**src/rtl/rx_fifo_drain_ctrl_pkg.sv**
```systemverilog
// rtl/rx_fifo_drain_ctrl_pkg.sv - shared types, widths and burst-length helper for the RX drain controller
package qspi_rx_pkg;

  localparam int FIFO_DEPTH = 16;
  localparam int LVL_W      = $clog2(FIFO_DEPTH) + 1;
  localparam int TMO_W      = 16;

  typedef enum logic [1:0] {
    IDLE  = 2'd0,
    BURST = 2'd1,
    DONE  = 2'd2
  } drain_state_t;

  // Burst length actually used: 0 means a single word, anything past the FIFO depth is clipped.
  function automatic logic [LVL_W-1:0] eff_len(input logic [LVL_W-1:0] len);
    if (len == '0) begin
      eff_len = LVL_W'(1);
    end else if (len > LVL_W'(FIFO_DEPTH)) begin
      eff_len = LVL_W'(FIFO_DEPTH);
    end else begin
      eff_len = len;
    end
  endfunction

endpackage

```
**src/rtl/rx_fifo_drain_ctrl_if.sv**
```systemverilog
// rtl/rx_fifo_drain_ctrl_if.sv - FIFO read-side, CSR and DMA signals of the RX drain controller
interface rx_fifo_drain_ctrl_if;
  import qspi_rx_pkg::*;

  logic             cfg_dma_en;
  logic [LVL_W-1:0] cfg_burst_len;
  logic [TMO_W-1:0] cfg_timeout;
  logic [LVL_W-1:0] fifo_level;
  logic             fifo_empty;
  logic             csr_rd_req;
  logic             fifo_csr_re;
  logic             fifo_dma_re;
  logic             dma_req;
  logic [LVL_W-1:0] dma_len;
  logic             dma_valid;
  logic             dma_ready;
  logic             burst_done;
  logic             flush_evt;
  logic             csr_conflict;
  logic             csr_underrun;

  // Controller view: owns the FIFO read strobes and the DMA request side.
  modport master (
    input  cfg_dma_en, cfg_burst_len, cfg_timeout,
    input  fifo_level, fifo_empty, csr_rd_req, dma_ready,
    output fifo_csr_re, fifo_dma_re, dma_req, dma_len, dma_valid,
    output burst_done, flush_evt, csr_conflict, csr_underrun
  );

  // Surrounding FIFO/CSR/DMA view.
  modport slave (
    output cfg_dma_en, cfg_burst_len, cfg_timeout,
    output fifo_level, fifo_empty, csr_rd_req, dma_ready,
    input  fifo_csr_re, fifo_dma_re, dma_req, dma_len, dma_valid,
    input  burst_done, flush_evt, csr_conflict, csr_underrun
  );

endinterface

```
**src/rtl/rx_fifo_drain_ctrl_timeout.sv**
```systemverilog
// rtl/rx_fifo_drain_ctrl_timeout.sv - idle timeout counter that triggers partial-burst flushes
module rx_drain_timeout
  import qspi_rx_pkg::*;
(
  input  logic             clk,
  input  logic             rst_n,
  input  logic             i_idle,
  input  logic [LVL_W-1:0] i_level,
  input  logic [LVL_W-1:0] i_eff_len,
  input  logic [TMO_W-1:0] i_timeout,
  input  logic             i_fifo_rd,
  output logic             o_expire
);

  logic [TMO_W-1:0] r_tmo_cnt;
  logic             w_run;

  // Count only while idle holding a partial burst's worth of data.
  assign w_run = i_idle && (i_level != '0) && (i_level < i_eff_len);

  // Counter clears whenever the partial-idle condition breaks or the FIFO is read; it saturates.
  always_ff @(posedge clk or negedge rst_n) begin
    if (!rst_n) begin
      r_tmo_cnt <= '0;
    end else if (!w_run || i_fifo_rd) begin
      r_tmo_cnt <= '0;
    end else if (r_tmo_cnt != '1) begin
      r_tmo_cnt <= r_tmo_cnt + TMO_W'(1);
    end
  end

  assign o_expire = w_run && (i_timeout != '0) && (r_tmo_cnt == i_timeout - TMO_W'(1));

endmodule

```
**src/rtl/rx_fifo_drain_ctrl.sv**
```systemverilog
// rtl/rx_fifo_drain_ctrl.sv - arbitrates the RX FIFO read port between CSR reads and DMA bursts
module rx_fifo_drain_ctrl
  import qspi_rx_pkg::*;
(
  input  logic              clk,
  input  logic              rst_n,
  rx_fifo_drain_ctrl_if.master bus
);

  drain_state_t     r_state;
  drain_state_t     w_next_state;
  logic             r_dma_req;
  logic [LVL_W-1:0] r_dma_len;
  logic [LVL_W-1:0] r_beats_left;
  logic             r_flush_evt;

  logic [LVL_W-1:0] w_eff_len;
  logic             w_idle;
  logic             w_busy;
  logic             w_expire;
  logic             w_launch_norm;
  logic             w_launch_flush;
  logic             w_dma_valid;
  logic             w_beat;
  logic             w_csr_re;

  assign w_eff_len = eff_len(bus.cfg_burst_len);
  assign w_idle    = (r_state == IDLE);
  assign w_busy    = !w_idle;

  // CSR reads are served only while idle; a pending read also suppresses any launch this cycle.
  assign w_csr_re       = w_idle && bus.csr_rd_req && !bus.fifo_empty;
  assign w_launch_norm  = w_idle && bus.cfg_dma_en && !bus.csr_rd_req && (bus.fifo_level >= w_eff_len);
  assign w_launch_flush = w_idle && bus.cfg_dma_en && !bus.csr_rd_req && w_expire;

  assign w_dma_valid = (r_state == BURST) && !bus.fifo_empty && bus.cfg_dma_en && (r_beats_left != '0);
  assign w_beat      = w_dma_valid && bus.dma_ready;

  rx_drain_timeout u_timeout (
    .clk       (clk),
    .rst_n     (rst_n),
    .i_idle    (w_idle),
    .i_level   (bus.fifo_level),
    .i_eff_len (w_eff_len),
    .i_timeout (bus.cfg_timeout),
    .i_fifo_rd (w_csr_re || w_beat),
    .o_expire  (w_expire)
  );

  // State register.
  always_ff @(posedge clk or negedge rst_n) begin
    if (!rst_n) begin
      r_state <= IDLE;
    end else begin
      r_state <= w_next_state;
    end
  end

  // Next-state: launch from idle, finish on the final beat, abort if DMA mode is withdrawn.
  always_comb begin
    w_next_state = r_state;
    case (r_state)
      IDLE: begin
        if (w_launch_norm || w_launch_flush) begin
          w_next_state = BURST;
        end
      end
      BURST: begin
        if (!bus.cfg_dma_en) begin
          w_next_state = IDLE;
        end else if (w_beat && (r_beats_left == LVL_W'(1))) begin
          w_next_state = DONE;
        end
      end
      DONE: begin
        w_next_state = IDLE;
      end
      default: begin
        w_next_state = IDLE;
      end
    endcase
  end

  // Burst bookkeeping: length latch on launch, beat countdown, registered request and flush pulse.
  always_ff @(posedge clk or negedge rst_n) begin
    if (!rst_n) begin
      r_dma_req    <= 1'b0;
      r_dma_len    <= '0;
      r_beats_left <= '0;
      r_flush_evt  <= 1'b0;
    end else begin
      r_dma_req   <= (w_next_state == BURST);
      r_flush_evt <= w_launch_flush;
      if (w_launch_norm) begin
        r_dma_len    <= w_eff_len;
        r_beats_left <= w_eff_len;
      end else if (w_launch_flush) begin
        r_dma_len    <= bus.fifo_level;
        r_beats_left <= bus.fifo_level;
      end else if ((r_state == BURST) && !bus.cfg_dma_en) begin
        r_beats_left <= '0;
      end else if (w_beat && (r_beats_left != '0)) begin
        r_beats_left <= r_beats_left - LVL_W'(1);
      end
    end
  end

  assign bus.fifo_csr_re  = w_csr_re;
  assign bus.fifo_dma_re  = w_beat;
  assign bus.dma_req      = r_dma_req;
  assign bus.dma_len      = r_dma_len;
  assign bus.dma_valid    = w_dma_valid;
  assign bus.burst_done   = (r_state == DONE);
  assign bus.flush_evt    = r_flush_evt;
  assign bus.csr_conflict = w_busy && bus.csr_rd_req;
  assign bus.csr_underrun = w_idle && bus.csr_rd_req && bus.fifo_empty;

endmodule

```
**src/flat_wrapper.sv**
```systemverilog
// flat-port wrapper written by rule: the top's interface ports become plain ports
module rx_fifo_drain_ctrl_flat import qspi_rx_pkg::*;
  (clk, rst_n, bus_cfg_dma_en, bus_cfg_burst_len, bus_cfg_timeout, bus_fifo_level, bus_fifo_empty, bus_csr_rd_req, bus_dma_ready, bus_fifo_csr_re, bus_fifo_dma_re, bus_dma_req, bus_dma_len, bus_dma_valid, bus_burst_done, bus_flush_evt, bus_csr_conflict, bus_csr_underrun);
  rx_fifo_drain_ctrl_if bus_i ();
  input  logic clk;
  input  logic rst_n;
  input wire logic [$bits(bus_i.cfg_dma_en)-1:0] bus_cfg_dma_en;
  input wire logic [$bits(bus_i.cfg_burst_len)-1:0] bus_cfg_burst_len;
  input wire logic [$bits(bus_i.cfg_timeout)-1:0] bus_cfg_timeout;
  input wire logic [$bits(bus_i.fifo_level)-1:0] bus_fifo_level;
  input wire logic [$bits(bus_i.fifo_empty)-1:0] bus_fifo_empty;
  input wire logic [$bits(bus_i.csr_rd_req)-1:0] bus_csr_rd_req;
  input wire logic [$bits(bus_i.dma_ready)-1:0] bus_dma_ready;
  output wire logic [$bits(bus_i.fifo_csr_re)-1:0] bus_fifo_csr_re;
  output wire logic [$bits(bus_i.fifo_dma_re)-1:0] bus_fifo_dma_re;
  output wire logic [$bits(bus_i.dma_req)-1:0] bus_dma_req;
  output wire logic [$bits(bus_i.dma_len)-1:0] bus_dma_len;
  output wire logic [$bits(bus_i.dma_valid)-1:0] bus_dma_valid;
  output wire logic [$bits(bus_i.burst_done)-1:0] bus_burst_done;
  output wire logic [$bits(bus_i.flush_evt)-1:0] bus_flush_evt;
  output wire logic [$bits(bus_i.csr_conflict)-1:0] bus_csr_conflict;
  output wire logic [$bits(bus_i.csr_underrun)-1:0] bus_csr_underrun;
  assign bus_i.cfg_dma_en = bus_cfg_dma_en;
  assign bus_i.cfg_burst_len = bus_cfg_burst_len;
  assign bus_i.cfg_timeout = bus_cfg_timeout;
  assign bus_i.fifo_level = bus_fifo_level;
  assign bus_i.fifo_empty = bus_fifo_empty;
  assign bus_i.csr_rd_req = bus_csr_rd_req;
  assign bus_i.dma_ready = bus_dma_ready;
  assign bus_fifo_csr_re = bus_i.fifo_csr_re;
  assign bus_fifo_dma_re = bus_i.fifo_dma_re;
  assign bus_dma_req = bus_i.dma_req;
  assign bus_dma_len = bus_i.dma_len;
  assign bus_dma_valid = bus_i.dma_valid;
  assign bus_burst_done = bus_i.burst_done;
  assign bus_flush_evt = bus_i.flush_evt;
  assign bus_csr_conflict = bus_i.csr_conflict;
  assign bus_csr_underrun = bus_i.csr_underrun;
  rx_fifo_drain_ctrl u_core (.clk(clk), .rst_n(rst_n), .bus(bus_i));
endmodule
```
**config.mk**
```make
export PLATFORM = sky130hd
export DESIGN_NAME = rx_fifo_drain_ctrl_flat
export DESIGN_NICKNAME = d
export VERILOG_FILES = /design/src/rtl/rx_fifo_drain_ctrl_pkg.sv /design/src/rtl/rx_fifo_drain_ctrl_if.sv /design/src/rtl/rx_fifo_drain_ctrl_timeout.sv /design/src/rtl/rx_fifo_drain_ctrl.sv /design/src/flat_wrapper.sv
export SDC_FILE = /design/constraint.sdc
export NUM_CORES = 1
export LEC_CHECK = 0
export ABC_AREA = 0
export CAP_MARGIN = 20
export CORE_MARGIN = 4
export CORE_UTILIZATION = 53
export CTS_CLUSTER_SIZE = 24
export DETAILED_ROUTE_END_ITERATION = 12
export GPL_TIMING_DRIVEN = 0
export HOLD_SLACK_MARGIN = 0.15
export PLACE_DENSITY = 0.82
export RECOVER_POWER = 25
export SYNTH_ARGS = -nofsm -noshare
export SYNTH_HDL_FRONTEND = slang
export SYNTH_SLANG_ARGS = --single-unit
export TNS_END_PERCENT = 5
```
**constraint.sdc**
```tcl
create_clock -name clk -period 2.6 [get_ports clk]
set_input_delay 0.78 -clock clk [delete_from_list [all_inputs] [get_ports clk]]
set_output_delay 0.78 -clock clk [all_outputs]
set_load 0.005 [all_outputs]
```
### Yosys cells after proc, flatten, opt, wreduce, memory -nomap -nowiden

Cells that the tools add are included.

| storage, ports and cells | value |
|---|---|
| logic and storage cells | 67 |
| flip-flop bits (word level) | 30 |
| bits of input ports | 32 |

| operators by class | value |
|---|---|
| add/subtract/negate cells | 3 |
| reductions and logical operators | 35 |
| equality and inequality tests | 6 |
| $lt $le $gt $ge | 3 |
| multiplexer cells | 14 |

Operator list:

| cell | count |
|---|---|
| $mux W5 | 8 |
| $mux W16 | 2 |
| $logic_and A1 B1 Y1 | 19 |
| $add A16 B1 Y16 const B | 1 |
| $eq A16 B16 Y1 | 1 |
| $ne A16 B16 Y1 const B | 1 |
| $reduce_bool A16 Y1 | 1 |
| $sub A16 B1 Y16 const B | 1 |
| $reduce_bool A5 Y1 | 2 |
| $mux W2 | 3 |
| $eq A5 B1 Y1 const B | 1 |
| $ge A5 B5 Y1 | 1 |
| $gt A5 B5 Y1 const B | 1 |
| $logic_not A1 Y1 | 5 |
| $logic_not A5 Y1 | 1 |
| $lt A5 B5 Y1 | 1 |
| $sub A5 B1 Y5 const B | 1 |
| $eq A2 B1 Y1 const B | 2 |
| $pmux W2 S2 | 1 |
| $reduce_bool A2 Y1 | 2 |
| $reduce_bool A4 Y1 | 1 |
| $logic_or A1 B1 Y1 | 3 |
| $eq A2 B2 Y1 const B | 1 |
| $logic_not A2 Y1 | 1 |

### Depth between registers and ports, before layout

Gate-level depths: netlist of the first run.

| logic depth | value |
|---|---|
| word-level depth | 12 |
| depth in mapped cells | 12 |
| gate-level depth less buffers | 11 |

### Modules after synthesis

A second synthesis of the first run with hierarchy kept.

| second synthesis, totals | value |
|---|---|
| cells, all modules | 301 |
| area total of the unflattened synthesis | 2508.7 um2 |

Modules (own cells, without submodules):

| module | cells an instance | area each (um2) | instances | seq. area each (um2) |
|---|---|---|---|---|
| rx_drain_timeout | 192 | 1495.2 | 1 | 400.4 |
| rx_fifo_drain_ctrl | 109 | 1013.5 | 1 | 350.3 |

### Worst setup path after synthesis of the first run

Ideal clock, no wire load.

| timing | value |
|---|---|
| kind | input to register |
| start | in bus_cfg_timeout[4] |
| end | reg u_core.r_beats_left[0] |
| required time | 2.460 ns |
| arrival | 3.193 ns |
| setup slack | -0.732 ns |
| cell stages on the path | 9 |
| setup time | 0.140 ns |
| path through | buf_6 -> or4_4 -> buf_6 -> or4_4 -> or3_4 -> a211oi_2 -> and4b_4 -> nand2b_1 -> o311ai_1 |

| between the ends | value |
|---|---|
| longest elaborated chain between the ends | 6 |
| elaborated cells on any way between the ends | 9 |
| those cells by class | 1 x add/sub; 1 x eq/ne; 2 x mux; 5 x reduce/logical |

Ends and longest elaborated chain:

| element | RTL line | text |
|---|---|---|
| start, declared | flat_wrapper.sv:9 | `input wire logic [$bits(bus_i.cfg_timeout)-1:0] bus_cfg_timeout;` |
| $sub A16 B1 Y16 or $reduce_bool A16 Y1 (tied branches) | rx_fifo_drain_ctrl_timeout.sv:32 | `assign o_expire = w_run && (i_timeout != '0) && (r_tmo_cnt == i_timeout - TMO_W'(1));` |
| $eq A16 B16 Y1 or $logic_and A1 B1 Y1 (tied branches) | rx_fifo_drain_ctrl_timeout.sv:32 |  |
| $logic_and A1 B1 Y1 (*) | rx_fifo_drain_ctrl_timeout.sv:32 |  |
| $logic_and A1 B1 Y1 (*) | rx_fifo_drain_ctrl.sv:34 | `assign w_launch_flush = w_idle && bus.cfg_dma_en && !bus.csr_rd_req && w_expire;` |
| $mux W5 | rx_fifo_drain_ctrl.sv:97 | `end else if (w_launch_flush) begin` |
| $mux W5 | rx_fifo_drain_ctrl.sv:94 | `if (w_launch_norm) begin` |
| end signal, assigned | rx_fifo_drain_ctrl.sv:96 | `r_beats_left <= w_eff_len;` |
| end signal, assigned | rx_fifo_drain_ctrl.sv:99 | `r_beats_left <= bus.fifo_level;` |
| end signal, assigned | rx_fifo_drain_ctrl.sv:103 | `r_beats_left <= r_beats_left - LVL_W'(1);` |
| end, declared | rx_fifo_drain_ctrl.sv:14 | `logic [LVL_W-1:0] r_beats_left;` |

Mark *: on every way between the ends. The rest lies on a longest branch, timed or not.
A chain may end at the register's enable or synchronous reset.

### Worst setup path in the final report of the first run

| timing | value |
|---|---|
| start | in bus_cfg_timeout[3] |
| end | reg u_core.r_dma_len[3], in the netlist u_core.bus.dma_len[3] |

| between the ends | value |
|---|---|
| longest elaborated chain between the ends | 5 |
| elaborated cells on any way between the ends | 7 |
| those cells by class | 1 x add/sub; 1 x eq/ne; 5 x reduce/logical |

Ends and longest elaborated chain:

| element | RTL line | text |
|---|---|---|
| $sub A16 B1 Y16 or $reduce_bool A16 Y1 (tied branches) | rx_fifo_drain_ctrl_timeout.sv:32 |  |
| $eq A16 B16 Y1 or $logic_and A1 B1 Y1 (tied branches) | rx_fifo_drain_ctrl_timeout.sv:32 |  |
| $logic_and A1 B1 Y1 (*) | rx_fifo_drain_ctrl_timeout.sv:32 |  |
| $logic_and A1 B1 Y1 (*) | rx_fifo_drain_ctrl.sv:34 |  |
| $reduce_bool A2 Y1 (no source line) (*) | -- |  |
| end signal, assigned | rx_fifo_drain_ctrl.sv:95 | `r_dma_len <= w_eff_len;` |
| end signal, assigned | rx_fifo_drain_ctrl.sv:98 | `r_dma_len <= bus.fifo_level;` |
| end, declared | rx_fifo_drain_ctrl.sv:13 | `logic [LVL_W-1:0] r_dma_len;` |

Marks and branches as above.

==> results of run 1 <==
## where the power goes
| part | switching [W] | total, W | internal, W | leakage, nW |
|---|---|---|---|---|
| Clock | 0.000211 | 0.000620 | 0.000409 | 0.0714 |
| Sequential | 0.0000642 | 0.000584 | 0.000520 | 0.405 |
| Combinational | 0.000281 | 0.000546 | 0.000265 | 1.07 |
| Total | 0.000557 | 0.00175 | 0.00119 | 1.55 |
## kinds of logic after synthesis
group	count (synthesis)
AO/OA/AOI/OAI	46
XOR/XNOR	35
adder cells (fa/ha/maj)	10
buffers and inverters	21
flip-flops	30
multiplexers	3
AND/OR/NAND/NOR	143
## what timing repair did
item / CTS / global route
setup buffers: 25 / 7
resized for setup: 71 / 55
hold endpoints to repair: 0 / 0
setup endpoints to repair: 33 / 30
pin swaps: 12 / 19
gates cloned: 1 / 0
## cell usage after synthesis (4+ instances only)
cell      number
o211ai_1       4
nor2_1        30
inv_1          8
ha_1          10
dfrtp_1       30
nand2b_1       4
nor3_1        11
xnor2_1       21
nor2b_1        6
o21ai_0        7
nand3_1       12
nand2_1       23
nand3_2        4
clkbuf_1       9
and3_1         5
a21oi_1        5
nor4_1        10
nand4_1        8
xor2_1        14
or3_1          6
## stage by stage
stage                     instances  util, %
final                           421     82.8
after floorplan                 288        -
after global routing            421     82.8
after detailed placement        382     67.2
after global placement          381     66.6
after CTS                       414     76.9
## layout make-up
class / instances / area share [%]
Multi-Input combinational cell: 237 / 51.5
Inverter: 8 / 0.884
Clock inverter: 2 / 1.63
Clock buffer: 6 / 2.24
Tap cell: 52 / 1.77
Sequential cell: 30 / 20.4
Buffer: 11 / 1.94
Timing Repair Buffer: 75 / 19.6
## registers in the layout, summed over array words and instances (netlist names)
signal,cells
u_core.r_state,2
u_core.bus.dma_len,5
u_core.u_timeout.r_tmo_cnt,16
u_core.bus.dma_req,1
u_core.bus.flush_evt,1
u_core.r_beats_left,5
## worst paths after layout
path / depth (start not counted) / end
max: 9 / u_core.bus.dma_len[3]
min: 2 / u_core.bus.dma_len[1]
max reg2reg: 17 / u_core.r_state[0]
min reg2reg: 2 / u_core.bus.dma_len[1]
max in group asynchronous: 2 / u_core.u_timeout.r_tmo_cnt[8]
min in group asynchronous: 1 / u_core.u_timeout.r_tmo_cnt[10]
## metal layers
| layer | track usage, % | vias up | wire, µm |
|---|---|---|---|
| li1 | - | 1215 | - |
| met1 | 32.6 | 1370 | 3620 |
| met2 | 44.9 | 226 | 4770 |
| met3 | 5.20 | 63 | 912 |
| met4 | 10.9 | 0 | 548 |
| met5 | 0 | - | 0 |
## worst reg2reg max path: cells and delay by family (launching register included)
kind                   cells  cell delay [ns]
buffers and inverters     14             1.75
DFF                        1             0.45
and+or+nand+nor            3             0.54
==> impl_metrics.tcl, run 1 <==
set metrics [dict create \
    diodes 0 \
    yosys.area_share.simple_pct 32.5 \
    failed_checks "setup timing" \
    place_congestion 0.971 \
    cp_max_fo 7 \
    placed_area_um2 2990 \
    setup_ws_ns -0.518 \
    regToRegStartpoint "u_core.r_state[1]" \
    rrSetupSlack_ns -0.19 \
    setup_viol 19 \
    grt_pass1_wl_mm 12.5 \
    final_max_slew_viol_count 0 \
    fillers 247 \
    cts_buffer_depth 2 \
    grt_overflow 0 \
    critical_path_class "in -> reg" \
    fmax_mhz 321 \
    cp_common_cell "or4_4" \
    std_cell_rows 24 \
    endpoint_kind "flop" \
    grt_pass1_vias 2647 \
    hold_class "reg -> reg" \
    max_cap_violations 0 \
    crit_required_ns 2.79 \
    viasPerCell 6.83 \
    synth_cells 288 \
    synth_top_family_by_area "simple AND/OR/NAND/NOR gates" \
    synth_warnings 0 \
    syn_area_um2 2470 \
    drive_gt1_share_pct 30.9 \
    mostFrequentLayoutCells "32 x buf_4, 30 x dfrtp_1, 27 x nor2_1" \
    cts_htree_levels 2 \
    wire_per_inst_um 23.4 \
    rsz0062_at_grt "true" \
    multi_input_area_um2 1900 \
    crit_chain "buf_4, or4_4, or4_4, or3_4, a211oi_4, and4b_4, buf_8, nand3_2, o211ai_1" \
    synth_async_sr_flop_share_pct 100 \
    die_w_um 76.3 \
    nets 410 \
    cpMaxStageDelayCell "or4_4" \
    io_buffer_count 41 \
    min_period_over_period_pct 120 \
    finClkSkew_ns 0.0171 \
    clk_latency_ns 0.30 \
    grt_max_degree 17 \
    power_density_nw_per_um2 476 \
    syn_to_final_growth_pct 48.8 \
    synth_nets 330 \
    yosysTopAreaCell "dfrtp_1" \
    routed-via-count 2874 \
    synthFlopType "dfrtp_1" \
    drt-total-wl_mm 9.86 \
    ys_ff_latch 30 \
    dieArea_um2 5820 \
    clockRootBuffer "clkbuf_8" \
    synthTopCellsByArea "dfrtp_1 30%, xnor2_1 7.4%, ha_1 5.1%" \
    final_common_cell "buf_4" \
    synth_edf_count 0 \
    fin_crit_ns 3.12 \
    dp_hpwl_mm 5.11 \
    worstSetupStartpoint "bus_cfg_timeout[3]" \
    muxShareOfSynthArea_pct 1.26 \
    drt_iter0_markers 377 \
    total_power_w 0.00175 \
    fp.dieH_um 76.3 \
    synth_compound_area_share_pct 14.3 \
    initial_utilization_pct 55.7 \
    worst_slew_pin_slew_ns 0.744 \
    postRouteAntennaNets 0 \
    setup_tns_ns -6.16 \
    arrival_ns 3.31 \
    clkTransAtPathRegs_ns 0.07 \
    outcome "complete, but fails checks" \
    syn_area_per_cell_um2 8.59 \
    critPathBufInv 2 \
    power.leakage_nw 1.55 \
    cts-hold-fix-buffers 0 \
    finalHoldWorstSlack_ns 0.556 \
    hold_viol 0 \
    track_usage_pct 26.4 \
    grt_antenna_before_repair 0 \
    drc 0 \
    max-slew-margin-rel_pct 50.2 \
    clock_sinks 30 \
    synth-adder-area-share_pct 5.06 \
    fin_area_um2 3680 \
    place_worst_setup_slack_ns -1.31 \
    yosysTopAreaCellShare_pct 30.3 \
    yosysSeqAreaShare_pct 30.3 \
    start_kind "primary input" \
    coreArea_um2 4440 \
    synth-xor-area-share_pct 12.4 \
    cts_inserted_buffers 5 \
    synth_cell_type_count 60 \
    io_pins 45 \
    regArea_um2 751 \
    cts_tree "built" \
    path_delay_family "simple AND/OR/NAND/NOR gates" \
    dr.pass1.iters 5 \
    cp_slowest_stage_delay_ns 0.54 \
    ir_drop_mv 0.436 \
    min_from "u_core.bus.dma_len[1]" \
]
(Power assumes the default switching activity.)
==> inputs of run 2 (changes only) <==
Settings changed: CAP_MARGIN 20 to not set, TNS_END_PERCENT 5 to 100.
==> impl_metrics.tcl, run 2 (synthesized netlist as in run 1, its figures left out) <==
set metrics [dict create \
    setup_viol 16 \
    regMostFlops "u_core.u_timeout.r_tmo_cnt" \
    drt-total-wl_mm 9.00 \
    track_usage_pct 26.6 \
    grt_antenna_before_repair 0 \
    setup_ws_ns -0.482 \
    nets 406 \
    drive_gt1_share_pct 36.2 \
    fmax_mhz 324 \
    outcome "complete, but fails checks" \
    io_buffer_count 41 \
    drc 0 \
    die_w_um 76.3 \
    r2r_cells 7 \
    arrival_ns 3.24 \
    drt_iter0_markers 483 \
    crit_required_ns 2.76 \
    min_period_over_period_pct 119 \
    place_congestion 0.960 \
    dp_hpwl_mm 4.95 \
    finClkSkew_ns 0.0116 \
    cts-hold-fix-buffers 0 \
    viasPerCell 6.71 \
    cts_htree_levels 2 \
    max_cap_violations 1 \
    dieArea_um2 5820 \
    cts_tree "built" \
    cts_buffer_depth 2 \
    ir_drop_mv 0.307 \
    placed_area_um2 2980 \
    diodes 0 \
    endpoint_kind "flop" \
    rsz0062_at_grt "true" \
    clockRootBuffer "clkbuf_8" \
    final_common_cell "nor2_1" \
    clkTransAtPathRegs_ns 0.06 \
    fin_crit_ns 3.08 \
    mostFrequentLayoutCells "29 x nor2_1, 28 x dfrtp_1, 27 x buf_4" \
    routed-via-count 2797 \
    std_cell_rows 24 \
    final_max_slew_viol_count 31 \
    wire_per_inst_um 21.6 \
    failed_checks "capacitance limit, slew limit, setup timing" \
    postRouteAntennaNets 0 \
    fin_area_um2 3600 \
    fp.dieH_um 76.3 \
    critical_path_class "in -> reg" \
    cp_max_fo 5 \
    largest_register_ffs 16 \
    grt_overflow 0 \
    max-slew-margin-rel_pct -6.37 \
    postLayoutCoreUtil_pct 81.1 \
    clk_latency_ns 0.30 \
    io_pins 45 \
    min_path_cells 2 \
    start_kind "primary input" \
    initial_utilization_pct 55.7 \
    setup_tns_ns -5.35 \
    clock_sinks 30 \
    worst_slew_pin_slew_ns 1.60 \
    cts_inserted_buffers 5 \
    coreArea_um2 4440 \
    hold_class "reg -> reg" \
    syn_to_final_growth_pct 45.6 \
    grt_pass1_wl_mm 12.6 \
    power.leakage_nw 1.43 \
    hold_viol 0 \
    grt_pass1_vias 2544 \
    power_density_nw_per_um2 427 \
    grt_max_degree 31 \
    dr.pass1.iters 5 \
]
[run 2: critical path, stage by stage]
cell and delay [ns]:
dlygate4sd2_1 0.29, or4_4 0.45, or4_4 0.43, or3_4 0.37, a211oi_4 0.26, and4b_4 0.36, nand2b_4 0.19, o311ai_1 0.12
[run 2: power by group]
group,internal [W],leakage (nW),switching (W)
combinational,0.000267,0.982,0.000271
sequential,0.000520,0.402,0.0000636
clock,0.000213,0.0472,0.000202
total,0.00100,1.43,0.000537
[run 2: final timing paths]
kind | to | startpoint | slack, ns
min in group asynchronous | u_core.r_beats_left[3] | rst_n | 0.87
setup reg to reg | u_core.r_beats_left[1] | u_core.r_state[0] | -0.11
hold / removal | u_core.bus.dma_len[3] | u_core.bus.dma_len[3] | 0.57
setup / recovery | u_core.r_beats_left[1] | bus_cfg_timeout[10] | -0.48
max in group asynchronous | u_core.u_timeout.r_tmo_cnt[4] | rst_n | 0.68
hold reg to reg | u_core.bus.dma_len[3] | u_core.bus.dma_len[3] | 0.57
[run 2: layout make-up]
class                           count  area (µm²)
Clock inverter                      2        12.5
Inverter                            8        37.5
Tap cell                           52        65.1
Timing Repair Buffer               73         639
Clock buffer                        6        82.6
Multi-Input combinational cell    237        1950
Fill cell                         263         842
Buffer                              9        61.3
Sequential cell                    30         753
[run 2: what timing repair did]
item                                    CTS  global route
gates cloned                              1             0
endpoints found under the setup margin   30            28
resized for setup                        94            65
buffers inserted                         25             8
pin swaps                                16            19
[run 2: stage by stage]
stage                     setup WS [ns]  power (W)  cells  hold WS (ns)
after floorplan                  -0.553   0.000799    288         0.484
after global placement            -1.28   0.000972    381         0.548
after detailed placement          -1.29   0.000983    381         0.564
after CTS                        -0.431    0.00143    411         0.573
after global routing             -0.506    0.00159    417         0.589
final                            -0.482    0.00154    417         0.574
[run 2: routing by layer]
| metal | vias up | track usage [%] | wire (µm) |
|---|---|---|---|
| met1 | 1326 | 34.6 | 3400 |
| met5 | - | 0 | 0 |
| met2 | 201 | 42.8 | 4240 |
| li1 | 1205 | - | - |
| met3 | 65 | 6.26 | 816 |
| met4 | 0 | 9.78 | 544 |
